<file path="config.mk">
export PLATFORM = sky130hd
export DESIGN_NAME = butterfly_egress
export DESIGN_NICKNAME = d
export VERILOG_FILES = /design/src/rtl/butterfly_egress.sv
export SDC_FILE = /design/constraint.sdc
export NUM_CORES = 1
export LEC_CHECK = 0
export BUFFER_PORTS_ARGS = -buffer_cell sky130_fd_sc_hd__buf_2
export CAP_MARGIN = 5
export CELL_PAD_IN_SITES_DETAIL_PLACEMENT = 0
export CELL_PAD_IN_SITES_GLOBAL_PLACEMENT = 1
export CORE_ASPECT_RATIO = 0.7
export CORE_UTILIZATION = 50
export CTS_CLUSTER_SIZE = 10
export DETAILED_ROUTE_END_ITERATION = 10
export PLACE_DENSITY_LB_ADDON = 0.1
export SYNTH_ARGS = -nofsm -noshare
export SYNTH_HDL_FRONTEND = slang
export SYNTH_SLANG_ARGS = --single-unit
export TNS_END_PERCENT = 5
</file>
<file path="constraint.sdc">
create_clock -name clk -period 8.1 [get_ports clk]
set_input_delay 0.405 -clock clk [delete_from_list [all_inputs] [get_ports clk]]
set_output_delay 0.405 -clock clk [all_outputs]
set_load 0.01 [all_outputs]
</file>
<file path="src/rtl/butterfly_egress.sv">
// Egress stage for one butterfly switch output port.
// Checks and strips the route header, then buffers the payload in a small FIFO.
module butterfly_egress #(
  parameter int unsigned DW      = 35,
  parameter int unsigned RW      = 3,
  parameter int unsigned DEPTH   = 4,
  parameter int unsigned PORT_ID = 0,
  parameter int unsigned CW      = 16
) (
  input  logic                     clk,
  input  logic                     rst,
  input  logic [DW-1:0]            i_data,
  input  logic                     i_valid,
  output logic                     i_ready,
  output logic [DW-RW-1:0]         o_data,
  output logic                     o_valid,
  input  logic                     o_ready,
  output logic [$clog2(DEPTH):0]   level,
  output logic                     misroute_err,
  output logic [CW-1:0]            pkt_cnt,
  output logic [CW-1:0]            drop_cnt
);

  localparam int unsigned AW = $clog2(DEPTH);
  localparam int unsigned LW = AW + 1;
  localparam int unsigned PW = DW - RW;

  logic [PW-1:0] mem [DEPTH];
  logic [AW-1:0] wr_ptr;
  logic [AW-1:0] rd_ptr;
  logic [LW-1:0] level_nxt;
  logic          accept;
  logic          hdr_ok;
  logic          push;
  logic          drop;
  logic          pop;

  // Handshake decode; i_ready is registered so it never depends on o_ready.
  always_comb begin
    accept    = i_valid && i_ready;
    hdr_ok    = (i_data[DW-1 -: RW] == RW'(PORT_ID));
    push      = accept && hdr_ok;
    drop      = accept && !hdr_ok;
    pop       = o_valid && o_ready;
    level_nxt = level;
    if (push && !pop) begin
      level_nxt = level + LW'(1);
    end else if (pop && !push) begin
      level_nxt = level - LW'(1);
    end
  end

  assign o_data = mem[rd_ptr];

  always_ff @(posedge clk or posedge rst) begin
    if (rst) begin
      for (int i = 0; i < int'(DEPTH); i++) begin
        mem[i] <= '0;
      end
      wr_ptr       <= '0;
      rd_ptr       <= '0;
      level        <= '0;
      i_ready      <= 1'b0;
      o_valid      <= 1'b0;
      misroute_err <= 1'b0;
      pkt_cnt      <= '0;
      drop_cnt     <= '0;
    end else begin
      if (push) begin
        mem[wr_ptr] <= i_data[PW-1:0];
        wr_ptr      <= wr_ptr + AW'(1);
      end
      if (pop) begin
        rd_ptr <= rd_ptr + AW'(1);
      end
      level   <= level_nxt;
      i_ready <= (level_nxt != LW'(DEPTH));
      o_valid <= (level_nxt != '0);
      // Statistics counters saturate rather than wrap.
      if (pop && (pkt_cnt != '1)) begin
        pkt_cnt <= pkt_cnt + CW'(1);
      end
      if (drop) begin
        misroute_err <= 1'b1;
        if (drop_cnt != '1) begin
          drop_cnt <= drop_cnt + CW'(1);
        end
      end
    end
  end

endmodule

</file>
# --- After elaboration in Yosys (flattened, before gate mapping) ---
# Index checks and enable logic that the tools add are counted.
totals:
  reg_bits: 170
  word_cells: 48
classes:
  bitwise: 2
  n_reduce_logical: 14
  n_addsub: 6
  n_mux: 8
  order_cmp: 3
  eq_ne: 3
op_table:
  columns: ["cell", "n"]
  rows:
  - ["128-bit bitwise mux", 1]
  - ["32-bit 2-to-1 mux", 3]
  - ["32-bit binary-select mux with 2-bit select", 1]
  - ["32-bit demux with 2-bit select", 1]
  - ["16-bit by 1-bit adder with 16-bit output, second input constant", 2]
  - ["16-bit != test, second input constant", 2]
  - ["1-bit logical AND", 8]
  - ["3-bit greater-or-equal comparator, second input constant", 2]
  - ["3-bit 2-to-1 mux", 2]
  - ["2-bit NOT with 3-bit output", 2]
  - ["2-bit by 1-bit adder with 2-bit output, second input constant", 2]
  - ["3-bit by 1-bit adder with 3-bit output, second input constant", 1]
  - ["1-bit zero test", 3]
  - ["3-bit zero test", 1]
  - ["3-bit by 1-bit < comparator with 1-bit output, second input constant", 1]
  - ["3-bit != test, second input constant", 1]
  - ["3-bit nonzero test", 1]
  - ["3-bit by 1-bit subtractor with 3-bit output, second input constant", 1]
  - ["2-bit AND reduction", 1]

# --- Logic depth before layout (Yosys ltp) ---
logic_depth:
  depth_word: 7
  ltp_mapped: 5
  mapped_depth_nobuf: 5

# --- Least setup slack after synthesis ---
# Ideal clock, no wire load.
synth_path:
  path_kind: "register -> output"
  from: "register rd_ptr[0]"
  to: "output port o_data[10]"
  slack_ns: 6.339
  required_time_ns: 7.695
  path_buffers: 2
  arrival_time_ns: 1.356
  path_stages_with_launch: 4
  path_cell_list: "dfrtp_1 -> buf_2 -> buf_2 -> mux4_2"
synth_via:
  elab_chain_len: 4
synth_rtl:
  columns: ["element", "line_no", "rtl"]
  rows:
  - ["start, declared", "30", "logic [AW-1:0] rd_ptr;"]
  - ["start signal, assigned", "74", "rd_ptr <= rd_ptr + AW'(1);"]
  - ["2-bit NOT with 3-bit output (implied by the code)", "53", "assign o_data = mem[rd_ptr];"]
  - ["32-bit binary-select mux with 2-bit select", "53", null]
  - ["32-bit 2-to-1 mux (implied by the code) (2 in series)", "53", null]
  - ["end, declared", "15", "output logic [DW-RW-1:0] o_data,"]
# Every way passes these cells. The select of a mux whose other input is x is not followed.

# --- Final worst setup path ---
layout_path:
  from: "register rd_ptr[0]"
  to: "output port o_data[18]"
# The elaborated chain is that of the path after synthesis.

==> results.md <==
* Status: completed
* Crit share post-route at 33.4%
* Gr usage total at 20.5%
* GP Congestion at 0.766
* Crit path DAT at 2.30 ns
* Post-Syn Instances at 512
* Postcts setup bufs at 0
* Ratio of cells with drive above 1 in the final layout at 50.0%
* Post-CTS Resized at 0
* Router iterations before antenna repair at 5
* Post-Route Setup TNS at 0 ns
* Crit. End Element: primary output
* RSZ-0062 raised after global routing: no
* CP startpoint kind: register
* Fillers at 1,179
* Register area at 4260 µm²
* Vias in the first global route at 4,686
* Final Max Tran Viols at 0
* Core ar. at 15,000 µm²
* Static Leak at 4.50 nW
* Worst Slack Setup Final at 5.40 ns
* Initial Utilization at 52.3%
* Final core utilization at 60.4%
* Top cell type's share of synthesized area at 54.2%
* Final nets at 665
* First-pass GRT wire length at 25,100 µm
* Crit Path Class: register to primary output
* Starting DRT DRC Count at 249
* Die width at 152 µm
* Top FF cell, synth: dfrtp_1
* Synthesized area at 7850 µm²
* Clk_lat worst skew at 0.42 ns
* Number of flops mapped to enable cells by yosys at 0
* Wirelength per Cell at 18.9 µm
* Max_cap viols at 0
* Site Rows at 37
* Yosys cell types at 44
* Vias at 4,603
* Synth Register Bits at 170
* Fmax at 0.370 GHz
* Crit path max fanout at 24
* Height of the die at 107 µm
* Cts bufs inserted at 17
* Sequential area share after synthesis at 54.2%
* Num Clock Sinks at 170
* Critical Path RT at 7.70 ns
* Die area at 16,200 µm²
* P per Cell Area at 366 nW/µm²
* Post-route insts no fill at 826
* Finished Cell Area at 9060 µm²
* Layout Area Growth over Synthesis at 15.5%
* Syn avg cell area at 15.3 µm²
* Ports at 109
* Via/cell ratio at 5.57
* Setup WS pre-CTS at 5.76 ns
* Fin. Hold Viols at 0
* Worst Skew at 0.00741 ns
* Root Buffer Master: clkbuf_16
* Multi-input combinational cell area at 3380 µm²
* Post-layout min period at 2.70 ns
* Post-DRT Antenna Nets at 0
* DP Area at 8470 µm²
* Detailed Route WL at 15,600 µm
* Grt total ovfl at 0
* CTS tree: done
* H-tree Lvls at 4
* Largest net degree at the start of global routing at 93
* Post-synth ARST share at 100%
* Hold Crit Class: input port to asynchronous set/reset pin
* Final setup viols at 0
* Hold-fix buffers, CTS at 0
* Antenna violations before repair at 1
* Hpwl dp at 9950 µm
* Cell taking the most area after synthesis: dfrtp_1
* Port bufs at 108
* Dpl cells at 794
* Slew Limit Headroom at 34.3%
* Clock Pin Slew Worst Setup and Hold Paths at 0.07 ns
* Leading post-synthesis cells by cell area: dfrtp_1 (54%), mux2_2 (14%), mux4_2 (9.2%)
* Max IR drop VDD at 0.172 mV
* Post-Synthesis Net Count at 559
* Residual DRC count at 0
* Ys Warns at 0
* Least-Margin Pin Slew at 0.985 ns
* CTS Buffer Depth at 2
==> final timing paths <==
kind,start,endpoint,slack (ns),cells after the start
worst min register to register,misroute_err,misroute_err,0.48,1
worst min-delay path,rst,pkt_cnt[8],0.14,2
max in group asynchronous,rst,rd_ptr[1],6.37,3
worst max register to register,pkt_cnt[5],pkt_cnt[1],6.26,4
min in group clk,i_data[9],mem[105],0.26,2
worst max-delay path,rd_ptr[0],o_data[18],5.40,3
==> synthesized netlist by cell type (2+ instances only) <==
master,count
nor2_1,6
a31oi_1,2
inv_1,6
xnor2_1,13
mux2_4,31
clkbuf_1,4
a211oi_1,2
mux4_2,32
buf_6,12
nand3_1,11
o31ai_1,3
ha_1,8
and2_1,7
xor2_1,17
dfrtp_1,170
nor4b_1,2
and4_1,7
nor4_1,4
nand2_1,15
nand2_4,4
nor3_1,6
mux2_2,99
nand4_1,8
buf_2,7
o211ai_1,3
and3_1,3
o21ai_0,5
a21oi_1,9
==> final cells by class <==
class                      instances  area share, %
sequential                       170           47.0
multi-input combinational        313           37.3
timing repair buffer             110           6.13
clock buffer                      19           5.00
tap                              195           2.69
clock inverter                    12           1.53
inverter                           6          0.304
antenna                            1         0.0276
==> through the flow <==
step | total power, mW | hold slack (ns)
6_report | 3.32 | 0.139
5_1_grt | 3.52 | 0.214
4_1_cts | 3.35 | 0.179
3_5_place_dp | 2.53 | 0.453
3_3_place_gp | 2.48 | 0.453
2_1_floorplan | 2.17 | 0.474
==> per-layer routing <==
layer,vias to the layer above,wire length (µm),track usage (%)
met4,0,125,4.88
li1,2116,-,-
met5,-,0,0
met2,94,6940,28.8
met3,11,835,5.70
met1,2382,7700,31.3
==> power breakdown <==
part	switching, mW	internal (mW)
clock network	0.337	0.473
registers	0.259	1.18
logic	0.426	0.645
total	1.02	2.29
==> placed cells by master (no fill, tap or decap), types with 2 or more instances in the layout <==
cell,n
o31ai_1,3
and2_1,7
clkinv_2,2
nand2_4,4
nor4b_1,2
xnor2_1,13
dfrtp_1,168
mux2_2,99
buf_4,2
clkbuf_16,17
dfrtp_2,2
clkbuf_8,2
buf_2,108
nor4_1,4
nor2_1,6
nand2_1,15
xor2_1,17
nand3_1,11
and4_1,7
inv_1,5
clkinvlp_4,3
nand4_1,8
a31oi_1,2
mux4_2,32
a211oi_1,2
a21oi_1,9
mux2_4,31
ha_1,8
inv_6,4
and3_1,3
o21ai_0,5
o211ai_1,3
bufinv_16,2
nor3_1,6
==> critical path, cell delays in order, from the launching register on <==
cell and delay (ns):
dfrtp_2 0.59, buf_4 0.52, mux4_2 0.60, buf_2 0.16
==> flip-flops by register name, summed over array words and instances (netlist names) <==
| signal | flops |
|---|---|
| drop_cnt | 16 |
| pkt_cnt | 16 |
| i_ready | 1 |
| wr_ptr | 2 |
| misroute_err | 1 |
| mem | 128 |
| o_valid | 1 |
| level | 3 |
| rd_ptr | 2 |
==> logic make-up after synthesis <==
kind of cell | count (synthesis) | share of synthesized area [%]
flops | 170 | 54.2
mux | 163 | 29.5
simple gates | 78 | 6.12
compound gates | 34 | 2.93
xor+xnor | 30 | 3.35
buf+inv | 29 | 2.65
fa+ha+maj | 8 | 1.28
No activity file was read; power rests on OpenSTA's default activity.
